<file path="src/rtl/pc_fetch_control_if.sv">
// Fetch-stage bus: hazard/debug control inputs, instruction-memory read
// data, and the PC / IF/ID / halt status outputs of pc_fetch_control.
interface pc_fetch_control_if #(
    parameter int PC_WIDTH    = 32,
    parameter int INSTR_WIDTH = 32
);
    logic                   i_enable;
    logic                   i_not_load;
    logic                   i_halt;
    logic                   i_jump;
    logic [PC_WIDTH-1:0]    i_jump_addr;
    logic [INSTR_WIDTH-1:0] i_instruction;
    logic [PC_WIDTH-1:0]    o_pc;
    logic [INSTR_WIDTH-1:0] o_if_id_instr;
    logic [PC_WIDTH-1:0]    o_if_id_pc_next;
    logic                   o_halted;
    logic                   o_draining;

    // The fetch block itself.
    modport slave (
        input  i_enable, i_not_load, i_halt, i_jump, i_jump_addr, i_instruction,
        output o_pc, o_if_id_instr, o_if_id_pc_next, o_halted, o_draining
    );

    // The surrounding core / debug unit / instruction memory.
    modport master (
        output i_enable, i_not_load, i_halt, i_jump, i_jump_addr, i_instruction,
        input  o_pc, o_if_id_instr, o_if_id_pc_next, o_halted, o_draining
    );
endinterface

</file>
<file path="src/rtl/pc_fetch_control.sv">
// Fetch stage: owns the PC and the IF/ID register. Handles stalls from the
// hazard unit, jump redirects with a wrong-path flush, and a drain/halt
// sequence so older instructions retire before halted is reported.
module pc_fetch_control #(
    parameter int PC_WIDTH     = 32,
    parameter int INSTR_WIDTH  = 32,
    parameter int PC_STEP      = 4,
    parameter int DRAIN_CYCLES = 3
) (
    input  logic                   i_clk,
    input  logic                   i_reset,
    pc_fetch_control_if.slave      bus
);

    // Wide enough to hold DRAIN_CYCLES-1 even when DRAIN_CYCLES is 1.
    localparam int CNT_W = $clog2(DRAIN_CYCLES + 1);

    localparam logic [PC_WIDTH-1:0] STEP       = PC_WIDTH'(PC_STEP);
    localparam logic [CNT_W-1:0]    DRAIN_INIT = CNT_W'(DRAIN_CYCLES - 1);

    typedef enum logic [1:0] {
        ST_RUN,
        ST_DRAIN,
        ST_HALTED
    } state_t;

    state_t                 state_q;
    logic [CNT_W-1:0]       cnt_q;
    logic [PC_WIDTH-1:0]    pc_q;
    logic [INSTR_WIDTH-1:0] instr_q;
    logic [PC_WIDTH-1:0]    pc_next_q;
    logic [PC_WIDTH-1:0]    pc_plus_step;

    // Sequential successor of the current fetch address; wraps modulo 2^PC_WIDTH.
    assign pc_plus_step = pc_q + STEP;

    // PC, IF/ID register and drain/halt FSM; reset wins over enable.
    // NOTE: non-blocking assignments so every register samples pre-edge values.
    always_ff @(posedge i_clk) begin
        if (i_reset) begin
            state_q   <= ST_RUN;
            cnt_q     <= '0;
            pc_q      <= '0;
            instr_q   <= '0;
            pc_next_q <= '0;
        end else if (bus.i_enable) begin
            case (state_q)
                ST_RUN: begin
                    if (bus.i_halt) begin
                        // PC and pc_next hold; the HALT itself is replaced by a NOP.
                        instr_q <= '0;
                        cnt_q   <= DRAIN_INIT;
                        state_q <= ST_DRAIN;
                    end else if (bus.i_not_load) begin
                        // Stall: PC and IF/ID hold; a concurrent jump is dropped.
                    end else if (bus.i_jump) begin
                        pc_q      <= bus.i_jump_addr;
                        instr_q   <= '0;
                        pc_next_q <= pc_plus_step;
                    end else begin
                        pc_q      <= pc_plus_step;
                        instr_q   <= bus.i_instruction;
                        pc_next_q <= pc_plus_step;
                    end
                end
                ST_DRAIN: begin
                    instr_q <= '0;
                    if (cnt_q == '0) begin
                        state_q <= ST_HALTED;
                    end else begin
                        cnt_q <= cnt_q - CNT_W'(1);
                    end
                end
                ST_HALTED: begin
                    instr_q <= '0;
                end
                default: begin
                    state_q <= ST_RUN;
                end
            endcase
        end
    end

    assign bus.o_pc            = pc_q;
    assign bus.o_if_id_instr   = instr_q;
    assign bus.o_if_id_pc_next = pc_next_q;
    assign bus.o_halted        = (state_q == ST_HALTED);
    assign bus.o_draining      = (state_q == ST_DRAIN);

endmodule
</file>
<file path="src/flat_wrapper.sv">
// flat-port wrapper written by rule: the top's interface ports become plain ports
module pc_fetch_control_flat 
#(
    parameter int PC_WIDTH     = 32,
    parameter int INSTR_WIDTH  = 32,
    parameter int PC_STEP      = 4,
    parameter int DRAIN_CYCLES = 3
)
  (i_clk, i_reset, bus_i_enable, bus_i_not_load, bus_i_halt, bus_i_jump, bus_i_jump_addr, bus_i_instruction, bus_o_pc, bus_o_if_id_instr, bus_o_if_id_pc_next, bus_o_halted, bus_o_draining);
  pc_fetch_control_if #(.PC_WIDTH(PC_WIDTH), .INSTR_WIDTH(INSTR_WIDTH)) bus_i ();
  input  logic i_clk;
  input  logic i_reset;
  input wire logic [$bits(bus_i.i_enable)-1:0] bus_i_enable;
  input wire logic [$bits(bus_i.i_not_load)-1:0] bus_i_not_load;
  input wire logic [$bits(bus_i.i_halt)-1:0] bus_i_halt;
  input wire logic [$bits(bus_i.i_jump)-1:0] bus_i_jump;
  input wire logic [$bits(bus_i.i_jump_addr)-1:0] bus_i_jump_addr;
  input wire logic [$bits(bus_i.i_instruction)-1:0] bus_i_instruction;
  output wire logic [$bits(bus_i.o_pc)-1:0] bus_o_pc;
  output wire logic [$bits(bus_i.o_if_id_instr)-1:0] bus_o_if_id_instr;
  output wire logic [$bits(bus_i.o_if_id_pc_next)-1:0] bus_o_if_id_pc_next;
  output wire logic [$bits(bus_i.o_halted)-1:0] bus_o_halted;
  output wire logic [$bits(bus_i.o_draining)-1:0] bus_o_draining;
  assign bus_i.i_enable = bus_i_enable;
  assign bus_i.i_not_load = bus_i_not_load;
  assign bus_i.i_halt = bus_i_halt;
  assign bus_i.i_jump = bus_i_jump;
  assign bus_i.i_jump_addr = bus_i_jump_addr;
  assign bus_i.i_instruction = bus_i_instruction;
  assign bus_o_pc = bus_i.o_pc;
  assign bus_o_if_id_instr = bus_i.o_if_id_instr;
  assign bus_o_if_id_pc_next = bus_i.o_if_id_pc_next;
  assign bus_o_halted = bus_i.o_halted;
  assign bus_o_draining = bus_i.o_draining;
  pc_fetch_control #(.PC_WIDTH(PC_WIDTH), .INSTR_WIDTH(INSTR_WIDTH), .PC_STEP(PC_STEP), .DRAIN_CYCLES(DRAIN_CYCLES)) u_core (.i_clk(i_clk), .i_reset(i_reset), .bus(bus_i));
endmodule
</file>
<file path="config.mk">
export PLATFORM = sky130hd
export DESIGN_NAME = pc_fetch_control_flat
export DESIGN_NICKNAME = d
export VERILOG_FILES = /design/src/rtl/pc_fetch_control_if.sv /design/src/rtl/pc_fetch_control.sv /design/src/flat_wrapper.sv
export SDC_FILE = /design/constraint.sdc
export NUM_CORES = 1
export LEC_CHECK = 0
export ABC_AREA = 1
export CAP_MARGIN = 10
export CORE_MARGIN = 4
export CORE_UTILIZATION = 41
export DETAILED_ROUTE_END_ITERATION = 7
export HOLD_SLACK_MARGIN = 0.03
export PLACE_DENSITY = 0.81
export SLEW_MARGIN = 20
export SYNTH_ARGS = -nofsm -noshare
export SYNTH_HDL_FRONTEND = slang
export SYNTH_SLANG_ARGS = --single-unit
export TNS_END_PERCENT = 10
</file>
<file path="constraint.sdc">
create_clock -name i_clk -period 1.65 [get_ports i_clk]
set_input_delay 0.165 -clock i_clk [delete_from_list [all_inputs] [get_ports i_clk]]
set_output_delay 0.165 -clock i_clk [all_outputs]
set_load 0.03 [all_outputs]
</file>
==> results by group, run 1 <==
Global route
  • Antenna violations before repair: 0
  • Largest net degree at the start of global routing: 81
  • Gr usage total: between 20 and 25%
  • Vias in the first global route: 4686
  • Global-route wire length before repair: 22100 um
  • GRT overflow: 0

Timing
  • Max Slew Vio Count: 0
  • RSZ-0062 raised after global routing: true
  • Worst-margin pin slew: 0.503 ns
  • Relative slew slack: about two thirds
  • Fmax: slightly above 0.6 GHz
  • Min Tclk post-route: 1.63 ns
  • Tcrit/Tclk final: a little over nine tenths
  • Worst Skew: approximately 0.0071 ns
  • Endpoints failing setup: 0
  • Final hold vios: 0

Die
  • Ports: about 170
  • Die area: 13300 um2
  • Width of the die: 115 um
  • Starting density of the core: 42.6%
  • Core area: around 11000 um2
  • Die Ht: 115 um
  • # rows: 38

Worst setup path
  • FF-to-FF setup slack: approximately 0.017 ns
  • Cell family with most CP delay: buffers and inverters
  • Worst EP required: 1.89 ns
  • Slowest CP cell: dfxtp_4
  • Crit Path Max Fanout: 4
  • Worst-path cell chain: ha_4, nand3_4, nor2_4, buf_4, buf_4, buf_4, nand4_1, xnor2_1, o21ai_0, inv_1
  • Most used cell, CP: buf_4
  • CP Launch Type: flop
  • Crit. End Element: flop
  • Worst Path Arrival: around 1.9 ns
  • Largest stage delay on the critical path: 0.36 ns
  • Crit path kind: flop to flop
  • Count of buffer and inverter cells on the critical path: 4

Clock network
  • Worst-skew pair later-pin latency: 0.35 ns
  • Clock transition at the registers of the reported paths: 0.07 ns
  • H-tree lvl count: 3
  • Root Buffer: clkbuf_16
  • CTS Sinks: 100
  • TritonCTS clock tree: yes
  • Bufs on Longest Clock Path: 2
  • TritonCTS Buffers: 9
  • Hold_buf cts: 0

Detailed routing
  • 1st-iter DRT viols: approximately 400
  • Average wire per standard cell: 14.6 um
  • Final wirelength: between 10000 and 15000 um
  • DRC errors left: 0
  • Vias per inst: 5.00
  • Initial DRT Pass Iterations: 5
  • Vias: 5102
  • ANT nets after route: 0

Synth
  • Number of library cell types mapped by synthesis: 34
  • Ys Warns: 0
  • Syn avg cell area: 7.04 um2
  • Synth top area cells: dfxtp_1, nor2_1, nand2_1
  • Synth async-reset ratio: 0%
  • Synthesis-stage register bit count: 100
  • Top cells by count, synth: nor2_1, nand2_1, dfxtp_1, a21oi_1, inv_1
  • Syn Inst Count: 671
  • Synth Flop Type: dfxtp_1
  • Syn_nets: 747
  • Top-count cell post-synth: nor2_1
  • Post-synth top area cell: dfxtp_1
  • Number of synthesized flops with an enable pin: 0
  • Seq/Total Area, Yosys: 42.4%
  • Post-Syn Area: 4720 um2
  • Yosys top cell area share: between 40% and 50%

Layout
  • Finished Layout Cells: ~1000
  • Fill cells: 906
  • Final Instance Area: around 7500 um2
  • Layout cells sized above 1: 16.0%
  • Nets: between 900 and 1000
  • N_diodes: 0
  • Post-layout util: around two thirds
  • Area Overhead vs Synth: 59.2%

Flow run
  • Max Cap Viol: 0

Place
  • DPL Wire Length: ~10000 um
  • Final Wtd Congestion: 0.878
  • Cells after DPL: 990
  • Placed cell areas: 6870 um2
  • IO buf count: 167

Power and ir drop
  • Leak Pwr: 3.25 nW
  • Power per cell area: 845 nW/um2
  • VDD IR max: approximately 0.8 mV

Min path
  • Worst hold path class: input port to flop

Outcome
  • Outcome: finished, final reports clean
## area by class of cell
| type | instances | area [um2] | area share, % |
|---|---|---|---|
| Clock buffer | 12 | 246 | 3.28 |
| Clock inverter | 4 | 72.6 | 0.965 |
| Inverter | 57 | 214 | 2.84 |
| Multi-Input combinational cell | 479 | 2540 | 33.7 |
| Sequential cell | 100 | 2020 | 26.8 |
| Tap cell | 140 | 175 | 2.33 |
| Timing Repair Buffer | 229 | 2260 | 30.0 |
## path summary, 6_finish.rpt
check                      from                        endpoint  cells after the start
max          u_core.bus.o_pc[2]  u_core.bus.o_if_id_pc_next[14]                     10
min                     i_reset     u_core.bus.o_if_id_instr[6]                      3
max reg2reg  u_core.bus.o_pc[2]  u_core.bus.o_if_id_pc_next[14]                     10
min reg2reg  u_core.bus.o_pc[1]   u_core.bus.o_if_id_pc_next[1]                      2
## per-layer routing
metal	track usage, %	part of all wire [%]	up-vias
met5	0	0	-
met4	7.98	2.1	0
met3	7.47	9.6	25
met2	34.6	48	197
met1	24.2	41	2308
li1	-	-	2572
## report_power, final
part	total [W]	internal [W]	leakage [nW]	switching [W]
clock network	0.00229	0.00137	0.153	0.000916
logic	0.00147	0.000673	2.28	0.000793
registers	0.00260	0.00253	0.816	0.0000753
## registers in the layout, summed over array words and instances (netlist names)
name                        count
u_core.bus.o_if_id_pc_next     32
u_core.bus.o_if_id_instr       32
u_core.cnt_q                    2
u_core.state_q                  2
u_core.bus.o_pc                32
## per-stage QoR
| stage | hold slack [ns] | TNS [ns] | total power, W | worst slack, ns |
|---|---|---|---|---|
| 2_1_floorplan | 0.300 | 0 | 0.00333 | 0.00336 |
| 3_3_place_gp | 0.463 | -0.701 | 0.00391 | -0.0290 |
| 3_5_place_dp | 0.471 | -2.20 | 0.00393 | -0.0879 |
| 4_1_cts | 0.316 | 0 | 0.00620 | 0.000520 |
| 5_1_grt | 0.336 | -0.692 | 0.00661 | -0.0872 |
| 6_report | 0.313 | 0 | 0.00636 | 0.0167 |
## kinds of logic after synthesis
| family | Yosys count | share of synthesized area [%] |
|---|---|---|
| simple gates | 309 | 27.6 |
| compound gates | 145 | 17.2 |
| flops | 100 | 42.4 |
| buf+inv | 93 | 7.89 |
| xor+xnor | 18 | 3.34 |
| fa+ha+maj | 6 | 1.59 |
## repair_timing
item,CTS,global route
pin swaps,4,15
buffers inserted,3,7
resized for setup,36,57
setup endpoints to repair,62,101
cloned,0,5
## worst register-to-register path: stages (launching register included)
cell and delay, ns:
dfxtp_4 0.36, ha_4 0.14, nand3_4 0.08, nor2_4 0.15
buf_4 0.14, buf_4 0.10, buf_4 0.09, nand4_1 0.10
xnor2_1 0.16, o21ai_0 0.15, inv_1 0.05
## placed cells by master, fill, tap and decap left out, types with 11 or more instances in the layout
master	n
o21ai_0	33
nor2_1	136
nand3_1	15
xor2_1	11
nand2_2	11
dfxtp_1	91
buf_4	45
dlygate4sd2_1	25
nand2_1	112
clkbuf_16	11
a21oi_1	63
inv_1	53
clkdlybuf4s50_1	135
a22oi_1	26
Power figures use the tool's default switching activity.
==> inputs of run 2 (changes only) <==
--- a/config.mk
+++ b/config.mk
@@ -8,10 +8,11 @@
 export ABC_AREA = 1
 export CAP_MARGIN = 10
 export CORE_MARGIN = 4
-export CORE_UTILIZATION = 41
+export CORE_UTILIZATION = 39
+export CTS_CLUSTER_DIAMETER = 100
 export DETAILED_ROUTE_END_ITERATION = 7
 export HOLD_SLACK_MARGIN = 0.03
-export PLACE_DENSITY = 0.81
+export PLACE_DENSITY = 0.78
 export SLEW_MARGIN = 20
 export SYNTH_ARGS = -nofsm -noshare
 export SYNTH_HDL_FRONTEND = slang
==> run 2 against run 1 <==
  * Routed wire length increased by 4.9%
  * Non-clock buffer count unchanged
  * Highest routed layer unchanged
  * Largest cell class unchanged
  * Hold slack got worse by 0.020 ns
  * Critical path type is now flop to output pin
  * Largest power group is now the clock network
==> results by group, run 2 (same netlist as run 1, synthesis figures left out) <==
Timing
  • Fmax: 0.621 GHz (was 0.612 GHz)
  • Worst-margin pin slew: 0.545 ns (was 0.503 ns)
  • Max Slew Vio Count: 0 (unchanged)
  • Final hold vios: 0 (unchanged)
  • TNS Setup: 0 ns (unchanged)
  • Min Tclk post-route: 1.61 ns (was 1.63 ns)
  • Worst Skew: 0.0104 ns (was 0.00714 ns)
  • Tcrit/Tclk final: 97.5% (was 99.0%)
  • Endpoints failing setup: 0 (unchanged)
  • Relative slew slack: 63.7% (was 66.4%)
  • RSZ-0062 raised after global routing: true (unchanged)

Clock network
  • Root Buffer: clkbuf_16 (unchanged)
  • Bufs on Longest Clock Path: 2 (unchanged)
  • Worst-skew pair later-pin latency: 0.35 ns (about the same)
  • Clock transition at the registers of the reported paths: 0.07 ns (about the same)
  • TritonCTS clock tree: yes (unchanged)
  • CTS Sinks: 100 (unchanged)
  • H-tree lvl count: 3 (unchanged)
  • TritonCTS Buffers: 9 (unchanged)

Worst setup path
  • CP Launch Type: flop (unchanged)
  • Crit. End Element: output pin (was flop)
  • Worst EP required: 1.48 ns (was 1.89 ns)
  • Crit path kind: flop to output pin (was flop to flop)
  • Cell family with most CP delay: buffers and inverters (unchanged)
  • Slowest CP cell: clkdlybuf4s50_1 (was dfxtp_4)
  • Worst Path Arrival: 1.44 ns (was 1.87 ns)
  • Count of buffer and inverter cells on the critical path: 1 (was 4)
  • FF-to-FF setup slack: 0.04 ns (was 0.02 ns)
  • Worst-path cell chain: clkdlybuf4s50_1 (was ha_4, nand3_4, nor2_4, buf_4, buf_4, buf_4, nand4_1, xnor2_1, o21ai_0, inv_1)
  • Crit Path Max Fanout: 3 (was 4)
  • Largest stage delay on the critical path: 0.70 ns (was 0.36 ns)

Flow run
  • Max Cap Viol: 0 (unchanged)

Outcome
  • Outcome: finished, final reports clean (unchanged)

Detailed routing
  • Initial DRT Pass Iterations: 5 (unchanged)
  • DRC errors left: 0 (unchanged)
  • 1st-iter DRT viols: 373 (was 390)
  • Vias per inst: 5.02 (was 5.00)
  • Final wirelength: 15600 um (was 14900 um)
  • Vias: 5141 (was 5102)
  • Average wire per standard cell: 15.2 um (was 14.6 um)
  • ANT nets after route: 0 (unchanged)

Layout
  • Most frequent cells in the layout: clkdlybuf4s50_1, nor2_1, nand2_1 (was nor2_1, clkdlybuf4s50_1, nand2_1)
  • Nets: 953 (was 952)
  • N_diodes: 0 (unchanged)
  • Area of the multi-input gates: 2540 um2 (unchanged)
  • Area Overhead vs Synth: 60.3% (was 59.2%)
  • Post-layout util: 65.2% (was 67.9%)
  • Commonest non-fill, non-tap cell in the layout: clkdlybuf4s50_1 (was nor2_1)
  • Fill cells: 944 (was 906)
  • Layout cells sized above 1: 15.5% (was 16.0%)
  • Sequential Area: 2020 um2 (about the same)

Die
  • Width of the die: 118 um (was 115 um)
  • Core area: 11600 um2 (was 11100 um2)
  • Die area: 13900 um2 (was 13300 um2)
  • # rows: 39 (was 38)
  • Starting density of the core: 40.7% (was 42.6%)
  • Die Ht: 118 um (was 115 um)
  • Ports: 168 (unchanged)

Global route
  • Global-route wire length before repair: 22900 um (was 22100 um)
  • Antenna violations before repair: 0 (unchanged)
  • GRT overflow: 0 (unchanged)
  • Vias in the first global route: 4767 (was 4686)
  • Largest net degree at the start of global routing: 81 (unchanged)
  • Gr usage total: 19.9% (was 20.7%)

Place
  • DPL Wire Length: 10300 um (was 10100 um)
  • Final Wtd Congestion: 0.867 (was 0.878)
  • IO buf count: 167 (unchanged)

Power and ir drop
  • Psw: 0.00188 W (was 0.00178 W)
  • Leak Pwr: 3.28 nW (was 3.25 nW)
  • Power per cell area: 897 nW/um2 (was 845 nW/um2)
  • Internal power: 0.00492 W (was 0.00457 W)
  • Switching part of the total: 27.6% (was 28.1%)
  • Gate power share: 22.8% (was 23.1%)
  • Clock share of power: 38.9% (was 36.0%)
  • Seq pwr share: 38.2% (was 41.0%)
  • VDD IR max: 0.470 mV (was 0.799 mV)

Min path
  • Worst hold path class: input port to flop (unchanged)
run 2: what timing repair did:
item | 4_1_cts | 5_1_grt
setup buffers | 1 | 5
cloned | 0 | 8
setup endpoints to repair | 73 | 96
resized for setup | 33 | 46
hold buffers | 0 | 0
pin swaps | 3 | 14
run 2: layout make-up:
type	instances	area share, %
multi-input cells	480	33.5
repair buffers	229	29.7
flip-flops and latches	100	26.7
clock buffers	10	3.16
inverters	57	2.83
well taps	143	2.36
clock inverters	6	1.77
run 2: final timing paths:
kind                        from  cells after the start                             end
max          u_core.bus.o_pc[27]                      1                    bus_o_pc[27]
min                      i_reset                      3    u_core.bus.o_if_id_instr[16]
max reg2reg   u_core.bus.o_pc[2]                     11  u_core.bus.o_if_id_pc_next[28]
min reg2reg   u_core.bus.o_pc[1]                      2   u_core.bus.o_if_id_pc_next[1]
run 2: power by group through the flow:
| stage | Combinational, W | Sequential [W] | Clock (W) |
|---|---|---|---|
| 2_1_floorplan | 0.000488 | 0.00284 | 0 |
| 3_3_place_gp | 0.00128 | 0.00265 | 0 |
| 3_5_place_dp | 0.00128 | 0.00265 | 0 |
| 4_1_cts | 0.00128 | 0.00259 | 0.00268 |
| 5_1_grt | 0.00166 | 0.00261 | 0.00276 |
| 6_report | 0.00155 | 0.00260 | 0.00264 |
run 2: stage by stage:
stage | power (W) | std cells | instance area, um2 | setup slack, ns | hold WS, ns
3_3_place_gp | 0.00393 | 995 | 6880 | -0.0388 | 0.457
3_5_place_dp | 0.00393 | 995 | 6880 | -0.0848 | 0.464
4_1_cts | 0.00655 | 1012 | 7250 | -0.00707 | 0.311
6_report | 0.00679 | 1025 | 7570 | 0.0407 | 0.293
2_1_floorplan | 0.00333 | 671 | 4740 | 0.00336 | 0.300
5_1_grt | 0.00703 | 1025 | 7570 | -0.0631 | 0.325
run 2: layer usage:
metal	track usage (%)	share of wire (%)	vias to the layer above	wire [um]
met5	0	0	-	0
li1	-	-	2573	-
met1	23.0	41	2356	6320
met2	33.3	48	191	7550
met4	7.77	1.8	0	278
met3	7.45	9.2	21	1440
